$ cat config.mk
export PLATFORM = sky130hd
export DESIGN_NAME = chip_seq_ctrl
export DESIGN_NICKNAME = d
export VERILOG_FILES = /design/src/rtl/chip_seq_ctrl.sv
export SDC_FILE = /design/constraint.sdc
export NUM_CORES = 1
export LEC_CHECK = 0
export BUFFER_PORTS_ARGS = -buffer_cell sky130_fd_sc_hd__buf_4
export CORE_UTILIZATION = 30
export CTS_BUF_LIST = sky130_fd_sc_hd__clkbuf_2 sky130_fd_sc_hd__clkbuf_4 sky130_fd_sc_hd__clkbuf_8
export CTS_CLUSTER_SIZE = 24
export DETAILED_ROUTE_END_ITERATION = 7
export PLACE_DENSITY_LB_ADDON = 0.3
export SYNTH_ARGS = -nofsm -noshare
export SYNTH_HDL_FRONTEND = slang
export SYNTH_SLANG_ARGS = --single-unit
export TNS_END_PERCENT = 5
$ cat constraint.sdc
create_clock -name clk -period 2.71 [get_ports clk]
set_input_delay 0.542 -clock clk [delete_from_list [all_inputs] [get_ports clk]]
set_output_delay 0.542 -clock clk [all_outputs]
set_load 0.01 [all_outputs]
$ cat src/rtl/chip_seq_ctrl.sv
// Command-level sequencer for the chip port bundle. It expands one host command
// at a time into timed program, seed, read and inference strobe sequences.
module chip_seq_ctrl #(
   parameter int SETUP_CYC = 2,
   parameter int PULSE_W   = 4,
   parameter int INF_CYC   = 16
) (
   input  logic       clk,
   input  logic       rst_n,
   input  logic       cmd_valid,
   output logic       cmd_ready,
   input  logic [2:0] cmd_op,
   input  logic [7:0] cmd_row,
   input  logic [7:0] cmd_col,
   input  logic [7:0] cmd_data,
   output logic       rsp_valid,
   input  logic       rsp_ready,
   output logic [7:0] rsp_data,
   output logic       rsp_err,
   output logic       CBL,
   output logic       CSL,
   output logic       CBLEN,
   output logic       CWL,
   output logic       inference,
   output logic       load_seed,
   output logic       read_1,
   output logic       read_8,
   output logic       load_mem,
   output logic       read_out,
   output logic       stoch_log,
   output logic [7:0] addr_full_row,
   output logic [7:0] addr_full_col,
   output logic [7:0] seeds,
   input  logic [3:0] bit_out
);

   localparam int MAX_P = (SETUP_CYC > PULSE_W) ?
                          ((SETUP_CYC > INF_CYC) ? SETUP_CYC : INF_CYC) :
                          ((PULSE_W > INF_CYC) ? PULSE_W : INF_CYC);
   localparam int CNT_W = $clog2(MAX_P + 1);

   localparam logic [CNT_W-1:0] SETUP_LD = CNT_W'(SETUP_CYC - 1);
   localparam logic [CNT_W-1:0] PULSE_LD = CNT_W'(PULSE_W - 1);
   localparam logic [CNT_W-1:0] INF_LD   = CNT_W'(INF_CYC - 1);

   localparam logic [2:0] OP_NOP   = 3'd0;
   localparam logic [2:0] OP_SET   = 3'd1;
   localparam logic [2:0] OP_RESET = 3'd2;
   localparam logic [2:0] OP_SEED  = 3'd3;
   localparam logic [2:0] OP_READ  = 3'd4;
   localparam logic [2:0] OP_INFER = 3'd5;

   typedef enum logic [3:0] {
      S_IDLE, S_SETUP, S_PULSE, S_HOLD, S_SEED,
      S_READ, S_INFER, S_CAP0, S_CAP1, S_RESP
   } state_t;

   state_t           state_q, state_d;
   logic [CNT_W-1:0] cnt_q, cnt_d;
   logic             set_q;
   logic             accept;
   logic             rsp_done;

   assign accept   = cmd_valid && cmd_ready;
   assign rsp_done = rsp_valid && rsp_ready;

   always_ff @(posedge clk or negedge rst_n) begin
      if (!rst_n) begin
         state_q <= S_IDLE;
         cnt_q   <= '0;
      end else begin
         state_q <= state_d;
         cnt_q   <= cnt_d;
      end
   end

   // Timed states leave when the down-counter reaches zero; it reloads on entry.
   always_comb begin
      state_d = state_q;
      cnt_d   = (cnt_q != '0) ? cnt_q - CNT_W'(1) : '0;
      case (state_q)
         S_IDLE: begin
            if (accept) begin
               case (cmd_op)
                  OP_SET, OP_RESET: state_d = S_SETUP;
                  OP_SEED:          state_d = S_SEED;
                  OP_READ:          state_d = S_READ;
                  OP_INFER:         state_d = S_INFER;
                  default:          state_d = S_RESP;
               endcase
            end
         end
         S_SETUP: if (cnt_q == '0) state_d = S_PULSE;
         S_PULSE: if (cnt_q == '0) state_d = S_HOLD;
         S_HOLD:  state_d = S_RESP;
         S_SEED:  state_d = S_RESP;
         S_READ:  if (cnt_q == '0) state_d = S_RESP;
         S_INFER: if (cnt_q == '0) state_d = S_CAP0;
         S_CAP0:  state_d = S_CAP1;
         S_CAP1:  state_d = S_RESP;
         S_RESP:  if (rsp_done) state_d = S_IDLE;
         default: state_d = S_IDLE;
      endcase
      if (state_d != state_q) begin
         case (state_d)
            S_SETUP, S_READ: cnt_d = SETUP_LD;
            S_PULSE:         cnt_d = PULSE_LD;
            S_INFER:         cnt_d = INF_LD;
            default:         cnt_d = '0;
         endcase
      end
   end

   // Strobes are decoded from the next state so the registered pins line up with the state.
   always_ff @(posedge clk or negedge rst_n) begin
      if (!rst_n) begin
         cmd_ready <= 1'b0;
         rsp_valid <= 1'b0;
         CBL       <= 1'b0;
         CSL       <= 1'b0;
         CBLEN     <= 1'b0;
         CWL       <= 1'b0;
         inference <= 1'b0;
         load_seed <= 1'b0;
         read_1    <= 1'b0;
         read_8    <= 1'b0;
         load_mem  <= 1'b0;
         read_out  <= 1'b0;
      end else begin
         cmd_ready <= (state_d == S_IDLE);
         rsp_valid <= (state_d == S_RESP);
         CBL       <= (state_d == S_PULSE) && set_q;
         CSL       <= (state_d == S_PULSE) && !set_q;
         CBLEN     <= (state_d == S_SETUP) || (state_d == S_PULSE) || (state_d == S_HOLD);
         CWL       <= (state_d == S_PULSE);
         inference <= (state_d == S_INFER);
         load_seed <= (state_d == S_SEED);
         read_1    <= (state_d == S_READ);
         read_8    <= (state_d == S_CAP0) || (state_d == S_CAP1);
         load_mem  <= (state_d == S_SETUP) || (state_d == S_HOLD);
         read_out  <= (state_d == S_CAP0) || (state_d == S_CAP1);
      end
   end

   // Command fields are captured at accept and held; readout nibbles land at the end of their cycle.
   always_ff @(posedge clk or negedge rst_n) begin
      if (!rst_n) begin
         addr_full_row <= 8'h00;
         addr_full_col <= 8'h00;
         seeds         <= 8'h00;
         stoch_log     <= 1'b0;
         set_q         <= 1'b0;
         rsp_data      <= 8'h00;
         rsp_err       <= 1'b0;
      end else begin
         if (accept) begin
            addr_full_row <= cmd_row;
            addr_full_col <= cmd_col;
            set_q         <= (cmd_op == OP_SET);
            rsp_data      <= 8'h00;
            rsp_err       <= (cmd_op > OP_INFER);
            if (cmd_op == OP_SEED)  seeds     <= cmd_data;
            if (cmd_op == OP_INFER) stoch_log <= cmd_data[0];
         end
         if (state_q == S_READ && cnt_q == '0) rsp_data <= {4'h0, bit_out};
         if (state_q == S_CAP0) rsp_data[3:0] <= bit_out;
         if (state_q == S_CAP1) rsp_data[7:4] <= bit_out;
         if (state_q == S_RESP && rsp_ready) rsp_err <= 1'b0;
      end
   end

   logic unused_ok;
   assign unused_ok = &{1'b0, OP_NOP};

endmodule

Word level (Yosys, flattened, before mapping) --
Index checks and enable logic that the tools add are counted.
Word-level totals: input bits 35, register bits after elaboration 55, logic and storage cells 87, output and inout bits 46
Operators by class: equality and inequality tests 24, muxes and demuxes 17, magnitude comparators 1, add/sub/neg operators 1, reduce and logical (&&, ||, !) cells 23
Operators with widths (number):
- $eq 4x3->1 const B | 8
- $mux 4 | 8
- $pmux 4 s8 | 1
- $eq 4x2->1 const B | 4
- $eq 4x4->1 const B | 4
- $mux 8 | 2
- $pmux 4 s4 | 1
- $pmux 4 s3 | 1
- $mux 5 | 2
- $eq 4x1->1 const B | 2
- $logic_not 4->1 | 2
- $eq 3x2->1 const B | 2
- $eq 3x3->1 const B | 2
- $logic_and 1x1->1 | 6
- $reduce_bool 3->1 | 2
- $logic_not 5->1 | 1
- $reduce_bool 5->1 | 1
- $sub 5x1->5 const B | 1
- $logic_or 1x1->1 | 4
- $ne 4x4->1 | 1
- $reduce_and 2->1 | 2
- $reduce_or 2->1 | 2
- $eq 3x1->1 const B | 1
- $gt 3x3->1 const B | 1
- 4 further kinds | 5

Logic depth before layout (Yosys ltp) --
Gate-level depths: netlist (run 1).
depth after elaboration 9, gate-level depth with buffers 9

Least setup slack after synthesis (run 1) --
No wires, ideal clock.
path kind reg2reg, from reg cnt_q[0], to reg cnt_q[2], stages on the path, launching flop included 9, slack 0.612 ns, period minus slack after synthesis 2.098 ns, arrival 2.006 ns, cell sequence dfrtp_1 -> inv_1 -> ha_1 -> nor4b_4 -> o211ai_2 -> nor4b_2 -> xnor2_1 -> nand4b_2 -> o31ai_2
On the way: word-level cells in the longest chain between the ends 7, elaborated cells between the ends (all ways) 17
Ends and longest elaborated chain:
- from (decl) | RTL line 59 | logic [CNT_W-1:0] cnt_q, cnt_d;
- from (signal assigned) | RTL line 73 | cnt_q <= cnt_d;
- $logic_not 5->1
- $mux 4 (on tied branches)
- $pmux 4 s8 | RTL line 81 | case (state_q)
- $eq 4x1->1 or $eq 4x3->1 (tied branches) | RTL line 105 | case (state_d)
- $reduce_or 2->1 | RTL line 105
- $pmux 4 s3 | RTL line 105
- $mux 5 * | RTL line 104 | if (state_d != state_q) begin
- net cnt_d[2] | RTL line 59
The timed path passes the listed nets; every way through them passes the cells marked *. A chain may end at the register's enable or synchronous reset.

Worst setup path after layout (run 1) --
Ends and elaborated chain as after synthesis.

==> run metrics, run 1 <==
Antenna Cells=0; Max Transition Viols Final=0; Slew @ Worst Pin=between 0.6 and 0.7 ns; CP most frequent cell=nor4b_4; vias per cell=approximately 4.8; Post-synth EDFFs=0; post-route minimum period=about 2.4 ns; CTS tree=yes; Yosys reg bits=55; boundary pin count=81; reg2reg path depth=9; FMAX=412 MHz; Worst EP arrival=2.65 ns; CP Launch Type=flop; Routed Antenna Nets=0; FF+latch area=about 0.0014 mm^2; status=complete, no violations; maxcap violations=0; # clock sinks=55; Vias=~2,000; Setup Crit Path Kind=flop to flop; post-DP HPWL=4.17 mm; Setup-failing EPs final=0; fraction of layout cells with a size suffix above 1=0.444; Core ar.=0.00785 mm^2; crit-path cells=inv_1, ha_1, nor4b_4, buf_4, o211ai_2, nor4b_4, xnor2_1, nand4b_2, o31ai_2; drt total wl=5.71 mm; Die Span Y=between 90 and 100 um; DRT iter0 DRCs=87; Worst-Skew Late Latency=0.31 ns; chip width=approximately 93 um; cells after synthesis=212; worst-path fanout max=9; clock tree buffer depth=2; Avg WL per Cell=roughly 14 um; leakage power=0.00162 uW; Final Hold Vio Count=0; initial antenna violation count=0; mapped cell area=0.00248 mm^2; Final TNS setup=0 ns; vias in the first global route=2,031; IO Port Bufs=80; floorplan row count=32; Synth Area per Inst=about 12 um^2; Worst EP required=2.94 ns; initial core utilization=0.316; Slew Limit Headroom=0.533; RSZ-0062 raised after global routing=no; Post-synth top flop=dfrtp_1; cell area power density=1120 mW/mm^2; CP peak stage delay=0.41 ns; Worst Skew=0.00432 ns; period utilization=0.895; FFs w/ async S/R, synth=1.00; area delta synth->final=34.8%; Multi-input gate area=about 0.0010 mm^2; Overall Global Routing Usage=0.138; slowest CP cell=nor4b_4; CTS Root Buffer Type=clkbuf_8; gr ovfl total=0; slack of the critical path=0.285 ns; RD Place Congestion=0.939; CTS H-tree depth=2; post-synthesis sequential area ratio=0.555; Setup crit end kind=flop; fill cell count=799; first-pass GRT wire length=9.40 mm; final net count=338; DRC violations left=0; Net Count, Synth=roughly 250; TritonRoute pass-1 iters=4; Inserted Clock Buffers=5; Cell variety after synth=48; Hold Crit Class=input pin to asynchronous set/reset pin; hold bufs inserted after CTS=0; pre-CTS setup slack=0.250 ns; Ys Warns=0; Max VDD drop=between 400 and 500 uV; die area=0.00863 mm^2; CTS clk-pin slew, worst paths=0.10 ns; largest net degree at the start of global routing=56
## per-stage QoR
step / area (um^2) / hold WS, ns / util / power [uW] / cells
after floorplan: 2480 / 0.246 / - / 2450 / 212
after global placement: 3210 / 0.483 / 0.409 / 3190 / 392
after detailed placement: 3210 / 0.462 / 0.409 / 3220 / 392
after CTS: 3300 / 0.303 / 0.421 / 3690 / 400
after global routing: 3340 / 0.341 / 0.426 / 3980 / 404
final: 3340 / 0.274 / 0.426 / 3730 / 404
## report_power, final
| group | internal [uW] | leakage (uW) | switching, uW |
|---|---|---|---|
| Combinational | 983 | 0.000870 | 915 |
| Clock | 192 | 0.0000446 | 271 |
| Sequential | 1150 | 0.000702 | 221 |
## placed cells by master, fill, tap and decap left out, drive strengths merged, types with 2 or more instances in the layout
cell type,n
buf,91
dfrtp,55
mux2,25
inv,14
nor2,12
o21ai,10
nand2,9
nor3,9
a21oi,8
nand3,7
clkbuf,6
nand2b,4
a22o,4
nor2b,3
or3,3
xnor2,3
a31oi,3
nor4b,2
a211oi,2
and2,2
nor4,2
and3,2
nor3b,2
o22ai,2
ha,2
## critical path, delay by kind of cell (launching register included)
family | cells | cell delay, ns
compound gates | 2 | 0.54
buf+inv | 2 | 0.24
fa+ha+maj | 1 | 0.24
simple gates | 3 | 0.75
flops | 1 | 0.36
xor+xnor | 1 | 0.21
## kinds of logic after synthesis
logic type	Yosys count	synth area share
adders and majority gates	2	0.0101
muxes	25	0.114
buffers and inverters	23	0.0399
xor gates and xnor gates	4	0.0141
DFF	55	0.555
AOI/OAI and AO/OA	39	0.112
and+or+nand+nor	64	0.155
## flip-flops by register name, summed over array words and instances (netlist names), 4 cells and up
name	flops
addr_full_row	8
state_q	4
addr_full_col	8
rsp_data	8
seeds	8
cnt_q	5
## layer usage
layer / global-route usage / part of all wire / vias to the layer above / wire length, um
li1: - / - / 932 / -
met1: 0.170 / 0.43 / 957 / 2470
met2: 0.231 / 0.49 / 60 / 2800
met3: 0.0337 / 0.059 / 9 / 339
met4: 0.0538 / 0.018 / 0 / 101
met5: 0 / 0 / - / 0
## cells in the mapped netlist (all sizes together) (2+ instances only)
cell type / instances / share of area
a21oi: 8 / 0.016
nor3b: 2 / 0.0061
nor2b: 3 / 0.0076
or3: 3 / 0.0076
ha: 2 / 0.010
inv: 14 / 0.021
and2: 2 / 0.0050
clkbuf: 6 / 0.0091
and3: 2 / 0.0050
nand2b: 4 / 0.010
nand3: 7 / 0.014
xnor2: 3 / 0.011
nor3: 9 / 0.020
nand2: 9 / 0.014
a31oi: 3 / 0.0076
o22ai: 2 / 0.0050
a211oi: 2 / 0.0061
o21ai: 10 / 0.020
nor4: 2 / 0.0050
buf: 3 / 0.0096
nor2: 12 / 0.018
dfrtp: 55 / 0.56
a22o: 4 / 0.014
mux2: 25 / 0.11
nor4b: 2 / 0.016
## final timing paths
| path | start | end | slack [ns] |
|---|---|---|---|
| setup / recovery | cnt_q[0]$_DFF_PN0_ | cnt_q[2]$_DFF_PN0_ | 0.28 |
| hold / removal | rst_n | cnt_q[3]$_DFF_PN0_ | 0.27 |
| setup reg to reg | cnt_q[0]$_DFF_PN0_ | cnt_q[2]$_DFF_PN0_ | 0.28 |
| hold reg to reg | set_q$_DFFE_PN0P_ | CSL$_DFF_PN0_ | 0.47 |
| max in group asynchronous | rst_n | state_q[3]$_DFF_PN0_ | 1.99 |
| min in group clk | rsp_ready | rsp_err$_DFFE_PN0P_ | 0.40 |
## timing repair
| action | 4_1_cts | 5_1_grt |
|---|---|---|
| endpoints found under the setup margin | 0 | 2 |
| setup buffers | 0 | 4 |
| gates resized for setup | 0 | 1 |
## cell type report
cell class                 count  area share
sequential                    55       0.412
timing repair buffer          91       0.204
inverter                      14      0.0157
tap                          102      0.0382
clock buffer                   6      0.0228
clock inverter                 2     0.00375
multi-input combinational    134       0.303
(Power assumes the default switching activity.)
==> run 2, diff against run 1 <==
- clock period: 2.71 -> 2.8 ns (I/O delays scaled with it)
==> run 2 against run 1 <==
First-iteration DRC count up 100%. Global-route usage decreased by 0.18 points. Die area did not move. Hold slack better by 0.0014 ns. Core utilization is 0.40 points lower. Register-to-register slack better by 0.08 ns. Combinational power decreased by 7%. Critical path type unchanged. Largest cell class unchanged. Highest routed layer unchanged.
==> run metrics, run 2 (synthesis gave the netlist of run 1 again) <==
Overall Global Routing Usage=0.136 (-0.00175); Max VDD drop=502 uV (+13%); area delta synth->final=33.5%; vias per cell=4.89 (+0.84%); crit-path cells=inv_1, ha_1, nor4b_4, o211ai_2, nor4b_2, xnor2_1, nand4b_2, o31ai_2; Area after DPL=0.00321 mm^2 (-0.23%); floorplan row count=32 (unchanged); Die Span Y=92.9 um (unchanged); Avg WL per Cell=14.1 um (-0.64%); drt total wl=5.61 mm (-1.9%); fill cell count=777 (-2.8%); maxcap violations=0 (unchanged); # clock sinks=55 (unchanged); Gates resized, CTS repair=0 (unchanged); Max Transition Viols Final=0 (unchanged); worst-path fanout max=9 (unchanged); Slew @ Worst Pin=0.704 ns (+0.0100 ns); TritonRoute pass-1 iters=4 (unchanged); CTS H-tree depth=2 (unchanged); first-pass GRT wire length=9.27 mm (-1.5%); CP Launch Type=flop; DRT iter0 DRCs=174 (+100%); fraction of layout cells with a size suffix above 1=0.434 (-0.00937); switching pwr=1340 uW (-4.9%); Hold Crit Class=input pin to asynchronous set/reset pin; leakage power=0.00159 uW (-1.9%); CTS tree=yes; Final TNS setup=0 ns (unchanged); Vias=1,950 (-0.41%); Worst EP required=3.02 ns (+0.08 ns); largest net degree at the start of global routing=56 (unchanged); final core utilization=0.422 (-0.00399); RSZ-0062 raised after global routing=no; boundary pin count=81 (unchanged); Worst-Skew Late Latency=0.31 ns (about the same); status=complete, no violations; vias in the first global route=1,889 (-7.0%); pre-CTS setup slack=0.383 ns (+0.133 ns); slack of the critical path=0.365 ns (+0.0801 ns); Inserted Clock Buffers=5 (unchanged); post-route minimum period=2.44 ns (+0.00992 ns); initial core utilization=0.316 (unchanged); Core ar.=0.00785 mm^2 (unchanged); Slew Limit Headroom=0.531 (-0.00240); gr ovfl total=0 (unchanged); DRC violations left=0 (unchanged); Worst EP arrival=2.65 ns (about the same); most frequent cells in the layout=buf_4 (86), dfrtp_1 (55), mux2_2 (25), inv_1 (14), nor2_1 (12); internal power=2230 uW (-4.4%); Setup Buffers After CTS=0 (unchanged); Non-Filler Instances=399 (-1.2%); Setup-failing EPs final=0 (unchanged); FF-to-FF setup slack=0.36 ns (+0.08 ns); slowest CP cell=nor4b_2; CTS clk-pin slew, worst paths=0.10 ns (about the same); Final Hold Vio Count=0 (unchanged); most common cell after layout, fill and taps aside=buf_4; fin area=0.00331 mm^2 (-0.94%); Flop pwr share=0.371 (+0.003); die area=0.00863 mm^2 (unchanged); Setup crit end kind=flop; post-DP HPWL=4.18 mm (+0.25%); period utilization=0.870 (-0.0252); IO Port Bufs=80 (unchanged); final net count=333 (-1.5%); clock tree buffer depth=2 (unchanged); Worst Skew=0.0113 ns (+0.00700 ns); combinational share of power=0.494 (-0.014); hold bufs inserted after CTS=0 (unchanged); Inst Count DP=391 (-0.26%); Antenna Cells=0 (unchanged); Routed Antenna Nets=0 (unchanged); Net Sw Frac=0.376 (-0.00128); chip width=92.9 um (unchanged); Setup Crit Path Kind=flop to flop; RD Place Congestion=0.914 (-2.7%); CTS Root Buffer Type=clkbuf_8; cell area power density=1080 mW/mm^2 (-3.7%); FMAX=411 MHz (-0.41%); initial antenna violation count=0 (unchanged); CP peak stage delay=0.56 ns (+0.15 ns); Clk pwr share=0.135 (+0.011)
## run 2: final cells by class
type	instances	area, um^2	area share
well taps	102	128	0.0386
multi-input cells	134	1000	0.303
repair buffers	86	646	0.195
flip-flops and latches	55	1380	0.416
inverters	14	52.6	0.0159
clock inverters	1	7.51	0.00227
clock buffers	7	96.3	0.0291
## run 2: routing by layer
layer,share of wire,vias up,wire length (um),GRT usage
li1,-,925,-,-
met1,0.45,968,2520,0.177
met2,0.48,52,2700,0.222
met3,0.058,5,323,0.0369
met4,0.012,0,66,0.0385
met5,0,-,0,0
## run 2: worst paths after layout
check	from	end	cells after the start
worst min register to register	set_q$_DFFE_PN0P_	CSL$_DFF_PN0_	1
min in group clk	rsp_ready	rsp_err$_DFFE_PN0P_	2
worst max-delay path	cnt_q[0]$_DFF_PN0_	cnt_q[2]$_DFF_PN0_	8
worst max register to register	cnt_q[0]$_DFF_PN0_	cnt_q[2]$_DFF_PN0_	8
max in group asynchronous	rst_n	cnt_q[4]$_DFF_PN0_	1
worst min-delay path	rst_n	rsp_data[3]$_DFFE_PN0P_	1
## run 2: stage by stage
stage | hold slack (ns) | total power [uW]
6_report | 0.275 | 3560
5_1_grt | 0.353 | 3810
4_1_cts | 0.328 | 3600
3_5_place_dp | 0.464 | 3110
3_3_place_gp | 0.484 | 3080
2_1_floorplan | 0.264 | 2370
## run 2: power groups by stage
stage          Clock (uW)  Sequential, uW  Combinational, uW
2_1_floorplan           0            1420                949
3_3_place_gp            0            1330               1750
3_5_place_dp            0            1340               1780
4_1_cts               498            1320               1780
5_1_grt               523            1360               1930
6_report              483            1320               1760
## run 2: critical path: cells and delay by family, from the launching register on
family          cells  cell delay, ns
simple gates        3            0.92
compound gates      2            0.56
flops               1            0.35
fa+ha+maj           1            0.23
xor+xnor            1            0.22
buf+inv             1            0.07
==> run 3, diff against run 2 <==
- BUFFER_PORTS_ARGS: -buffer_cell sky130_fd_sc_hd__buf_4 -> default
- DONT_BUFFER_PORTS: default -> 1
- TNS_END_PERCENT: 5 -> default
==> run 3 against run 2 <==
Combinational power fell by 34%. Critical path type unchanged. Cell area fell by 17%. Die area did not move. Largest power group is now sequential cells.
==> run metrics, run 3 (synthesis gave the netlist of run 1 again) <==
RSZ-0062 raised after global routing=no; Worst Skew=0.00504 ns (-0.00628 ns); slack of the critical path=0.245 ns (-0.120 ns); status=complete, no violations; post-DP HPWL=3.75 mm (-10%); Inst Count DP=311 (-20%); chip width=92.9 um (unchanged); TritonRoute pass-1 iters=4 (unchanged); DRC violations left=0 (unchanged); CTS tree=yes; Slew Limit Headroom=0.539 (+0.00819); Overall Global Routing Usage=0.125 (-0.0111); die area=0.00863 mm^2 (unchanged); Max VDD drop=439 uV (-13%); CP Launch Type=flop; Setup Crit Path Kind=flop to flop; DRT iter0 DRCs=96 (-45%); Inserted Clock Buffers=5 (unchanged); most common cell after layout, fill and taps aside=dfrtp_1; Avg WL per Cell=16.2 um (+15%); FMAX=391 MHz (-4.7%); initial core utilization=0.316 (unchanged); CTS Root Buffer Type=clkbuf_8; Core ar.=0.00785 mm^2 (unchanged); CTS H-tree depth=2 (unchanged); fin area=0.00273 mm^2 (-17%); # clock sinks=55 (unchanged); floorplan row count=32 (unchanged); Die Span Y=92.9 um (unchanged); pre-CTS setup slack=0.242 ns (-0.142 ns); fill cell count=831 (+6.9%); post-route minimum period=2.56 ns (+0.120 ns); reg2reg path depth=9 (+1); origin of the critical flop-to-flop path=cnt_q[0]$_DFF_PN0_; Worst EP arrival=2.77 ns (+0.12 ns); Vias=1,603 (-18%); first-pass GRT wire length=8.36 mm (-9.8%); final net count=254 (-24%); period utilization=0.913 (+0.0430); RD Place Congestion=0.879 (-3.8%); Non-Filler Instances=320 (-20%); boundary pin count=81 (unchanged); gr ovfl total=0 (unchanged); Setup-failing EPs final=0 (unchanged); fraction of layout cells with a size suffix above 1=0.229 (-0.205); area delta synth->final=10.2%; worst-path fanout max=9 (unchanged); Slew @ Worst Pin=0.687 ns (-0.0176 ns); CTS clk-pin slew, worst paths=0.09 ns (about the same); Final TNS setup=0 ns (unchanged); worst r2r dst=cnt_q[2]$_DFF_PN0_; vias per cell=5.01 (+2.5%); drt total wl=5.19 mm (-7.5%); Hold Crit Class=input pin to asynchronous set/reset pin; vias in the first global route=1,645 (-13%); Routed Antenna Nets=0 (unchanged); Worst-Skew Late Latency=0.30 ns (about the same); largest net degree at the start of global routing=56 (unchanged); most frequent cells in the layout=dfrtp_1 (55), mux2_2 (25), inv_1 (14), nor2_1 (12); clock tree buffer depth=2 (unchanged); Setup crit end kind=flop; initial antenna violation count=0 (unchanged); Area after DPL=0.00261 mm^2 (-19%); cell area power density=1140 mW/mm^2 (+6.0%); Antenna Cells=0 (unchanged); leakage power=0.00120 uW (-24%); Max Transition Viols Final=0 (unchanged); Worst EP required=3.02 ns (about the same); Final Hold Vio Count=0 (unchanged); maxcap violations=0 (unchanged); FF-to-FF setup slack=0.24 ns (-0.12 ns); IO Port Bufs=0 (-100%); total power=3120 uW (-12%)
==> run 3: final cells by class <==
| class | instances | area (um^2) | share of cell area |
|---|---|---|---|
| inverters | 14 | 52.6 | 0.0192 |
| multi-input cells | 134 | 1000 | 0.367 |
| repair buffers | 7 | 72.6 | 0.0266 |
| well taps | 102 | 128 | 0.0467 |
| clock inverters | 1 | 8.76 | 0.00321 |
| clock buffers | 7 | 90.1 | 0.0330 |
| flip-flops and latches | 55 | 1380 | 0.504 |
==> run 3: timing repair <==
action	in CTS	in global routing
setup endpoints to repair	0	0
buffers inserted	0	0
hold buffers	1	0
resized for setup	0	0
endpoints found under the hold margin	55	0
==> run 3: per-stage QoR <==
step / hold WS [ns] / utilization
2_1_floorplan: 0.264 / -
3_3_place_gp: 0.268 / 0.332
3_5_place_dp: 0.267 / 0.332
4_1_cts: 0.103 / 0.348
5_1_grt: 0.103 / 0.348
6_report: 0.106 / 0.348
==> run 3: critical path, stage by stage, from the launching register on <==
cell      delay, ns
dfrtp_1        0.35
inv_1          0.07
ha_1           0.24
nor4b_4        0.14
buf_4          0.17
o211ai_2       0.31
nor4b_2        0.53
xnor2_1        0.22
nand4b_2       0.20
o31ai_2        0.24
==> run 3: how the worst max path moves through the flow <==
stage                             from            endpoint  slack (ns)  depth (start not counted)
floorplan           cnt_q[0]$_DFF_PN0_  cnt_q[2]$_DFF_PN0_        0.70                          8
global placement    cnt_q[0]$_DFF_PN0_  cnt_q[2]$_DFF_PN0_        0.36                          9
detailed placement  cnt_q[0]$_DFF_PN0_  cnt_q[2]$_DFF_PN0_        0.24                          9
CTS                 cnt_q[0]$_DFF_PN0_  cnt_q[2]$_DFF_PN0_        0.22                          9
global route        cnt_q[0]$_DFF_PN0_  cnt_q[2]$_DFF_PN0_        0.01                          9
finish              cnt_q[0]$_DFF_PN0_  cnt_q[2]$_DFF_PN0_        0.24                          9
==> run 3: power by group <==
group	internal [uW]	switching, uW	leakage (uW)
logic	541	622	0.000450
clock network	213	250	0.0000519
registers	1120	375	0.000702
==> run 3: routing by layer <==
metal	global-route usage	wire length (um)
met1	0.161	2300
met2	0.202	2430
met3	0.0378	410
met4	0.0385	53
met5	0	0
